[src/rtl/cpu_bus_arbiter.sv]
// Hands 8501 bus ownership to one of two DMA requesters: rdy drops first, aec
// follows BA_LEAD enables later (or earlier on a CPU read with EARLY_GRANT).
module cpu_bus_arbiter #(
  parameter int BA_LEAD     = 3,
  parameter int EARLY_GRANT = 0
) (
  input  logic       clk,
  input  logic       reset,
  input  logic       enable,
  input  logic       cpu_rw,
  input  logic [1:0] req,
  output logic       rdy,
  output logic       aec,
  output logic [1:0] grant,
  output logic       bus_busy
);

  localparam int CW = $clog2(BA_LEAD + 1);
  localparam logic [CW-1:0] LEAD = CW'(BA_LEAD);

  typedef enum logic [1:0] {
    IDLE = 2'd0,
    HALT = 2'd1,
    OWN  = 2'd2
  } state_t;

  state_t        state_q, state_d;
  logic          rdy_q, rdy_d;
  logic          aec_q, aec_d;
  logic [1:0]    grant_q, grant_d;
  logic          busy_q, busy_d;
  logic          winner_q, winner_d;
  logic [CW-1:0] cnt_q, cnt_d;

  // Fixed priority: whoever is requesting now with req[0] preferred.
  logic          pick;
  logic          other;
  logic          grant_now;

  assign pick      = req[0] ? 1'b0 : 1'b1;
  assign other     = ~winner_q;
  assign grant_now = (cnt_q == LEAD) || ((EARLY_GRANT != 0) && cpu_rw);

  always_ff @(posedge clk or posedge reset) begin
    if (reset) begin
      state_q  <= IDLE;
      rdy_q    <= 1'b1;
      aec_q    <= 1'b1;
      grant_q  <= 2'b00;
      busy_q   <= 1'b0;
      winner_q <= 1'b0;
      cnt_q    <= '0;
    end else begin
      state_q  <= state_d;
      rdy_q    <= rdy_d;
      aec_q    <= aec_d;
      grant_q  <= grant_d;
      busy_q   <= busy_d;
      winner_q <= winner_d;
      cnt_q    <= cnt_d;
    end
  end

  always_comb begin
    state_d  = state_q;
    rdy_d    = rdy_q;
    aec_d    = aec_q;
    grant_d  = grant_q;
    busy_d   = busy_q;
    winner_d = winner_q;
    cnt_d    = cnt_q;

    if (enable) begin
      case (state_q)
        IDLE: begin
          cnt_d = '0;
          if (req != 2'b00) begin
            winner_d = pick;
            rdy_d    = 1'b0;
            cnt_d    = CW'(1);
            busy_d   = 1'b1;
            state_d  = HALT;
          end
        end

        HALT: begin
          if (req == 2'b00) begin
            rdy_d   = 1'b1;
            cnt_d   = '0;
            busy_d  = 1'b0;
            state_d = IDLE;
          end else begin
            // Winner may change while halting; the lead count keeps running.
            winner_d = pick;
            if (grant_now) begin
              aec_d   = 1'b0;
              grant_d = pick ? 2'b10 : 2'b01;
              state_d = OWN;
            end else if (cnt_q < LEAD) begin
              cnt_d = cnt_q + CW'(1);
            end
          end
        end

        OWN: begin
          if (!req[winner_q]) begin
            if (req[other]) begin
              // Handover without giving the CPU a cycle in between.
              winner_d = other;
              grant_d  = other ? 2'b10 : 2'b01;
            end else begin
              aec_d   = 1'b1;
              rdy_d   = 1'b1;
              grant_d = 2'b00;
              cnt_d   = '0;
              busy_d  = 1'b0;
              state_d = IDLE;
            end
          end
        end

        default: begin
          state_d = IDLE;
          rdy_d   = 1'b1;
          aec_d   = 1'b1;
          grant_d = 2'b00;
          busy_d  = 1'b0;
          cnt_d   = '0;
        end
      endcase
    end
  end

  assign rdy      = rdy_q;
  assign aec      = aec_q;
  assign grant    = grant_q;
  assign bus_busy = busy_q;

endmodule

[config.mk]
export PLATFORM = sky130hd
export DESIGN_NAME = cpu_bus_arbiter
export DESIGN_NICKNAME = d
export VERILOG_FILES = /design/src/rtl/cpu_bus_arbiter.sv
export SDC_FILE = /design/constraint.sdc
export NUM_CORES = 1
export LEC_CHECK = 0
export BUFFER_PORTS_ARGS = -buffer_cell sky130_fd_sc_hd__clkbuf_2
export CAP_MARGIN = 20
export CORE_AREA = 2 2 39 41
export CTS_CLUSTER_DIAMETER = 120
export DETAILED_ROUTE_END_ITERATION = 6
export DIE_AREA = 0 0 41 43
export HOLD_SLACK_MARGIN = 0.08
export MAX_ROUTING_LAYER = met4
export PLACE_DENSITY = 0.73
export SLEW_MARGIN = 20
export SYNTH_ARGS = -nofsm -noshare
export SYNTH_HDL_FRONTEND = slang
export SYNTH_SLANG_ARGS = --single-unit
[constraint.sdc]
create_clock -name clk -period 2.2 [get_ports clk]
set_clock_uncertainty 0.05 [all_clocks]
set_input_delay 0.11 -clock clk [delete_from_list [all_inputs] [get_ports clk]]
set_output_delay 0.11 -clock clk [all_outputs]
set_load 0.02 [all_outputs]
## Yosys cells after proc, flatten, opt, wreduce, memory -nomap -nowiden

Index checks and enable logic that the tools add are counted.

| storage, ports and cells | value |
|---|---|
| flip-flop bits (word level) | 10 |
| input bits | 6 |
| output and inout bits | 5 |
| word-level logic and storage cells | 77 |

| operators by class | value |
|---|---|
| add/sub/neg operators | 1 |
| order comparisons | 3 |
| equality and inequality tests | 13 |
| mux-type cells | 41 |
| bitwise logic cells | 2 |
| reduce and logical (&&, ||, !) cells | 10 |

Operator list:

| cell | count |
|---|---|
| 2-to-1 mux 2 bit | 14 |
| 2-to-1 mux 1 bit | 20 |
| AND reduction 5 bit | 4 |
| case mux 2 bit (3 select lines) | 3 |
| inequality test 2 bit, second input constant | 7 |
| case mux 1 bit (3 select lines) | 4 |
| AND reduction 6 bit | 2 |
| inequality test 3 bit, second input constant | 3 |
| == test 2 bit, second input constant | 2 |
| zero test 2 bit | 2 |
| less-than comparator 1 x 2 -> 1 bit, second input constant | 2 |
| nonzero test 3 bit | 1 |
| adder 2 x 1 -> 2 bit, second input constant | 1 |
| == test 2 x 1 -> 1 bit, second input constant | 1 |
| less-than comparator 2 bit, second input constant | 1 |
| NOT 1 bit | 2 |
| nonzero test 2 bit | 1 |

## Logic depth before layout (Yosys ltp)

Gate-level depths: netlist of run 1.

| logic depth | value |
|---|---|
| depth in word-level cells | 6 |
| mapped depth | 7 |
| mapped depth without buffers | 6 |

## Worst setup path after synthesis of run 1

Ideal clock, no wire load.

| timing | value |
|---|---|
| kind | flip-flop to flip-flop |
| start point | register state_q[1] |
| end point | register state_q[1] |
| setup time | 74 ps |
| arrival time | 1559 ps |
| required time | 2076 ps |
| path slack | 516 ps |
| cell stages (with the launch flop) | 8 |
| path buffers | 1 |
| clock period less this slack | 1684 ps |
| cells stage by stage | dfrtp_1 -> inv_1 -> ha_1 -> buf_4 -> inv_2 -> or4_1 -> a21o_1 -> o21ai_2 |

| between the ends | value |
|---|---|
| cells in the longest elaborated chain, start to end | 3 |
| elaborated cells between the ends (all ways) | 9 |
| classes of those cells | 6 x eq/ne; 1 x mux; 2 x reduce/logical |

RTL lines:

| what | line | text |
|---|---|---|
| start: declaration | 27 | `state_t state_q, state_d;` |
| start signal: assignment | 54 | `state_q <= state_d;` |
| == test 2 x 1 -> 1 bit, or another cell as far along | 74 | `case (state_q)` |
| inequality test 3 bit (no line) or inequality test 2 bit (tied branches) | -- |  |
| AND reduction 5 bit (no line) | -- |  |

Several ways; a longest one is shown, not always the timed one.
A chain may end at the register's enable or synchronous reset.

## Worst setup path after layout of run 1

| timing | value |
|---|---|
| start point | register state_q[1] |
| end point | register state_q[0] |

Same word-level chain as after synthesis.

==> summary.md, run 1 <==
| Metric | Value |
|---|---|
| Status | complete, no violations |
| Comb pwr share | 0.518 |
| Average cell area after synthesis | just under 9 sq um |
| Synth Cell Area | around 680 sq um |
| Synth-to-Final Area Change | 14.13% |
| Resized Gates After CTS | 0 |
| Max Cap Viol | 0 |
| Clock Tree Root | clkbuf_4 |
| Gr usage total | 0.2010 |
| Clock power share | 0.163 |
| Setup Fix Bufs, Post-CTS | 0 |
| Top Ports | 11 |
| Max Slew Vio Count | 0 |
| Fillers | between 100 and 150 |
| Worst slack, placed | 278.8 ps |
| End of the worst hold path | rdy |
| RSZ-0062 raised after global routing | no |
| Full die area | around 0.0018 sq mm |
| Post-Syn Nets | between 80 and 90 |
| Worst-path fanout max | 8 |
| Max Clock Freq | just over 0.5 GHz |
| Clock transition at the registers of the reported paths | 80 ps |
| Sw power | around 0.47 mW |
| H-tree depth | 1 |
| CTS Buf Count | 3 |
| Nets@finish | slightly above 100 |
| R2R depth | 6 |
| Final min period | a little under 2000 ps |
| Tcrit/Tclk final | 0.8867 |
| Leak | between 0.3 and 0.4 nW |
| First-pass GRT wire length | between 2 and 2.5 mm |
| Crit path launch type | flip-flop |
| Core area | 0.001384 sq mm |
| Vias | around 570 |
| Crit path arrival time | between 2000 and 2500 ps |
| Post-synthesis cell count | 77 |
| Internal | slightly above 0.6 mW |
| DRT iter0 DRCs | 5 |
| Vias in the first global route | 537 |
| IO Port Bufs | 9 |
| Worst-case vdd ir drop | between 0.7 and 0.8 mV |
| Setup TNS | 0 ps |
| Ant. Diodes | 0 |
| Die width | a little over 40 um |
| CP Class | flip-flop to flip-flop |
| Post-route DRC | 0 |
| Hold path depth | 3 |
| Post-synthesis register bit count | 10 |
| Pwr Total | roughly 1.1 mW |
| TritonCTS clock tree | done |
| Maximum clock path buffer count | 2 |
| Power Density | 1377 mW/mm^2 |
| Via density | around 5.5 |
| HP Class | input port to flip-flop |
| Worst-margin pin slew | roughly 400 ps |
| Initial Util | 0.4928 |
| Detailed Place HPWL | just over 1 mm |
| Kind of end point of the critical path | flip-flop |
| Yosys synthesis warning count | 0 |
| Largest net degree at the start of global routing | 12 |
| Drt total wl | between 1 and 1.5 mm |
| Hold WS | 138.9 ps |
| Sequential share of the synthesized area | 0.3706 |
| Drt first pass iters | 4 |
| Final hold violation count | 0 |
| RR Endpoint | state_q[0] |
| Rows | 14 |
| Worst skew pair latency | between 200 and 300 ps |
| Reg2reg start | state_q[1] |
| Avg WL per Cell | about 13 um |
| Seq pwr share | 0.319 |
| Distinct cells, synth | 34 |
| Placer Congestion | between 0.8 and 0.9 |
| Hold Crit Start | enable |
| # setup viols final | 0 |
| Initial antenna violation count | 0 |
| CTS sink count | 10 |
| Slew headroom | 0.7348 |
| Die height | roughly 43 um |
| Switching Share | 0.4353 |
| Final Worst Setup Slack | about 250 ps |
| GRT Residual Overflow | 0 |
| Layout cells sized above 1 | 0.2614 |
| Antenna-violating nets left | 0 |
| Reg2reg setup slack | 250 ps |
| CP required | about 2300 ps |
flip-flops by register name, summed over array words and instances, names as in the netlist:
register  flops
cnt_q         2
grant         2
state_q       2
aec           1
bus_busy      1
rdy           1
winner_q      1
cells by family after synthesis:
logic type	share of synthesized area
buffers and inverters	0.05504
AND/OR/NAND/NOR	0.1688
adder cells (fa/ha/maj)	0.1101
multiplexers	0.06055
AO/OA/AOI/OAI	0.2349
flip-flops	0.3706
per-layer routing:
metal / global-route usage / routed length (um)
met1: 0.2862 / 675
met2: 0.2688 / 644
met3: 0.06283 / 53
met4: 0.06000 / 11
met5: - / 0
what timing repair did:
item / 4_1_cts / 5_1_grt
endpoints found under the hold margin: 10 / 0
setup endpoints to repair: 0 / 0
hold buffers: 1 / 0
cell usage after synthesis (all sizes together):
cell type,count,share of area
o21bai,1,0.011
nand3b,1,0.011
inv,6,0.033
a22oi,2,0.029
nor2,7,0.042
mux2,3,0.061
o21ai,10,0.079
a211oi,1,0.011
a22o,1,0.013
nand3,1,0.0073
a21o,1,0.011
dfstp,2,0.077
o41ai,1,0.013
a21oi,6,0.044
or2,1,0.0092
buf,2,0.017
clkbuf,1,0.0055
o22ai,1,0.0092
or4,1,0.011
nor3,3,0.022
dfrtp,8,0.29
nor2b,1,0.0092
nand4,1,0.0092
a21bo,1,0.015
ha,6,0.11
nand2,8,0.048
through the flow:
stage / std cells / util / cell area, sq um
2_1_floorplan: 77 / - / 681.9
3_3_place_gp: 99 / 0.5289 / 732.0
3_5_place_dp: 99 / 0.5289 / 732.0
4_1_cts: 104 / 0.5624 / 778.2
5_1_grt: 104 / 0.5624 / 778.2
6_report: 104 / 0.5624 / 778.2
placed cells by master (no fill, tap or decap), drive strengths merged:
| master | n |
|---|---|
| a211oi | 1 |
| a21bo | 1 |
| a21o | 1 |
| a21oi | 6 |
| a22o | 1 |
| a22oi | 2 |
| clkbuf | 13 |
| dfrtp | 8 |
| dfstp | 2 |
| dlygate4sd3 | 1 |
| ha | 6 |
| inv | 6 |
| mux2 | 3 |
| nand2 | 8 |
| nand3 | 1 |
| nand3b | 1 |
| nand4 | 1 |
| nor2 | 7 |
| nor2b | 1 |
| nor3 | 3 |
| o21ai | 10 |
| o21bai | 1 |
| o22ai | 1 |
| o41ai | 1 |
| or2 | 1 |
| or4 | 1 |
worst max-delay path, stage by stage, from the launching register on:
cell and delay (ps):
dfrtp_1 410, inv_1 150, ha_1 380, nor2b_1 250, nor3_1 70, o21ai_1 190, mux2_1 340
power by group through the flow:
stage	clock [mW]	combinational [mW]	sequential, mW
floorplan	0	0.391	0.381
global placement	0	0.539	0.342
detailed placement	0	0.552	0.346
CTS	0.174	0.557	0.342
global route	0.183	0.619	0.355
finish	0.175	0.555	0.341
worst max-delay path by stage:
stage                     startpoint         end  slack (ps)  cells after the start
after CTS                 state_q[1]  state_q[0]         270                      6
after floorplan           state_q[1]  state_q[1]         520                      7
after detailed placement  state_q[1]  state_q[0]         280                      6
final                     state_q[1]  state_q[0]         250                      6
after global routing      state_q[1]  state_q[0]         150                      6
after global placement    state_q[1]  state_q[0]         300                      6
layout make-up:
type	count	area (sq um)	area share
Timing Repair Buffer	10	55.05	0.07074
Tap cell	16	20.02	0.02572
Multi-Input combinational cell	58	391.6	0.5032
Clock buffer	4	36.28	0.04662
Sequential cell	10	252.7	0.3248
Inverter	6	22.52	0.02894
No activity file was read; power rests on OpenSTA's default activity.
==> inputs of run 2 (changes only) <==
--- a/config.mk
+++ b/config.mk
@@ -5,7 +5,7 @@
 export SDC_FILE = /design/constraint.sdc
 export NUM_CORES = 1
 export LEC_CHECK = 0
-export BUFFER_PORTS_ARGS = -buffer_cell sky130_fd_sc_hd__clkbuf_2
+export BUFFER_PORTS_ARGS = -buffer_cell sky130_fd_sc_hd__buf_2
 export CAP_MARGIN = 20
 export CORE_AREA = 2 2 39 41
 export CTS_CLUSTER_DIAMETER = 120
@@ -18,3 +18,4 @@
 export SYNTH_ARGS = -nofsm -noshare
 export SYNTH_HDL_FRONTEND = slang
 export SYNTH_SLANG_ARGS = --single-unit
+export TNS_END_PERCENT = 10
==> run 2 against run 1 <==
- non-clock buffer count did not move
- total power shrank 0.60%
- combinational power is 1% lower
- register-to-register slack about the same
- routed wire length up 1.1%
- first-iteration DRC count increased to 4.6 times the previous value
- largest cell class unchanged
==> summary.md, run 2 (synthesis results as in run 1) <==
| Metric | Value |
|---|---|
| Initial Util | 0.4928 |
| Largest net degree at the start of global routing | 12 |
| Worst skew pair latency | 280 ps |
| CTS Buf Count | 3 |
| Via density | about 5.6 |
| Max Slew Vio Count | 0 |
| Placer Congestion | a little under 0.9 |
| Layout cells sized above 1 | 0.2614 |
| Worst-case vdd ir drop | between 0.5 and 0.6 mV |
| Vias | 580 |
| Worst slack, placed | between 200 and 300 ps |
| Reg2reg start | state_q[1] |
| Clock transition at the registers of the reported paths | 70 ps |
| # setup viols final | 0 |
| Synth-to-Final Area Change | 14.13% |
| Detailed Place HPWL | 1.026 mm |
| Tcrit/Tclk final | 0.8830 |
| Pwr Total | about 1.1 mW |
| Setup Fix Bufs, Post-CTS | 0 |
| Core area | between 0.001 and 0.0015 sq mm |
| Most common cell after layout, fill and taps aside | buf_2 |
| Drt first pass iters | 4 |
| H-tree depth | 1 |
| Drt total wl | 1.399 mm |
| Die width | between 40 and 50 um |
| Setup TNS | 0 ps |
| Worst-path fanout max | 8 |
| CP required | approximately 2300 ps |
| Vias in the first global route | 537 |
| Kind of end point of the critical path | flip-flop |
| Ant. Diodes | 0 |
| CP startpoint | state_q[1] |
| Hold path depth | 3 |
| Final min period | 1943 ps |
| Max Clock Freq | between 0.5 and 0.6 GHz |
| Final Worst Setup Slack | around 260 ps |
| Final Util | 0.5624 |
| IO Port Bufs | 9 |
| Maximum clock path buffer count | 2 |
| Worst-margin pin slew | a little over 400 ps |
| Final hold violation count | 0 |
| Reg2reg setup slack | approximately 260 ps |
| CTS sink count | 10 |
| GRT Residual Overflow | 0 |
| RR Endpoint | state_q[0] |
| Max Cap Viol | 0 |
| Antenna-violating nets left | 0 |
| R2R depth | 6 |
| Hold WS | 142.2 ps |
| Initial antenna violation count | 0 |
| Crit path arrival time | a little over 2000 ps |
| Power Density | 1368 mW/mm^2 |
| Most frequent cells in the layout | buf_2 (9), o21ai_1 (8), dfrtp_1 (8) |
| Hold Buf Count CTS | 1 |
| HP Class | input port to flip-flop |
| Die height | 43 um |
| Post-route DRC | 0 |
| Nets@finish | between 100 and 150 |
| CP endpoint | state_q[0] |
| Avg WL per Cell | approximately 13 um |
| First-pass GRT wire length | between 2 and 2.5 mm |
| Top Ports | 11 |
| DRT iter0 DRCs | 23 |
| Gr usage total | 0.1936 |
| Crit path launch type | flip-flop |
| TritonCTS clock tree | done |
| Clock Tree Root | clkbuf_4 |
| Status | complete, no violations |
| Full die area | ~0.0018 sq mm |
| Slew headroom | 0.7302 |
| CP Class | flip-flop to flip-flop |
| Resized Gates After CTS | 0 |
| Leak | 0.3753 nW |
| Rows | 14 |
| RSZ-0062 raised after global routing | no |
==> run 2: metal layers <==
| layer | track usage | routed length [um] | vias to the layer above |
|---|---|---|---|
| met1 | 0.2689 | 690 | 269 |
| li1 | - | - | 294 |
| met4 | 0.08000 | 14 | 0 |
| met2 | 0.2625 | 627 | 15 |
| met5 | - | 0 | - |
| met3 | 0.04712 | 66 | 2 |
==> run 2: worst min-delay path by stage <==
stage	startpoint	to
final	enable	rdy
after global routing	req[1]	winner_q
after CTS	enable	rdy
after detailed placement	reset	cnt_q[1]
after global placement	reset	cnt_q[1]
after floorplan	reset	bus_busy
==> run 2: cell type report <==
cell class	count	area, sq um
flip-flops and latches	10	252.7
inverters	6	22.52
clock buffers	4	36.28
repair buffers	10	55.05
fillers	131	605.6
multi-input cells	58	391.6
well taps	16	20.02
==> run 2: report_power, final <==
group	total [mW]	leakage, nW	switching (mW)	internal (mW)
Combinational	0.549	0.231	0.322	0.227
Clock	0.174	0.0210	0.0736	0.101
Sequential	0.341	0.124	0.0657	0.275
Total	1.06	0.375	0.461	0.604
==> run 2: worst max-delay path, cell delays in order, from the launching register on <==
cell and delay [ps]:
dfrtp_1 410, inv_1 150, ha_1 370, nor2b_1 250, nor3_1 70, o21ai_1 200
mux2_1 340
==> run 2: stage by stage <==
stage	cells	cell area (sq um)
after floorplan	77	681.9
after global placement	99	732.0
after detailed placement	99	732.0
after CTS	104	778.2
after global routing	104	778.2
final	104	778.2
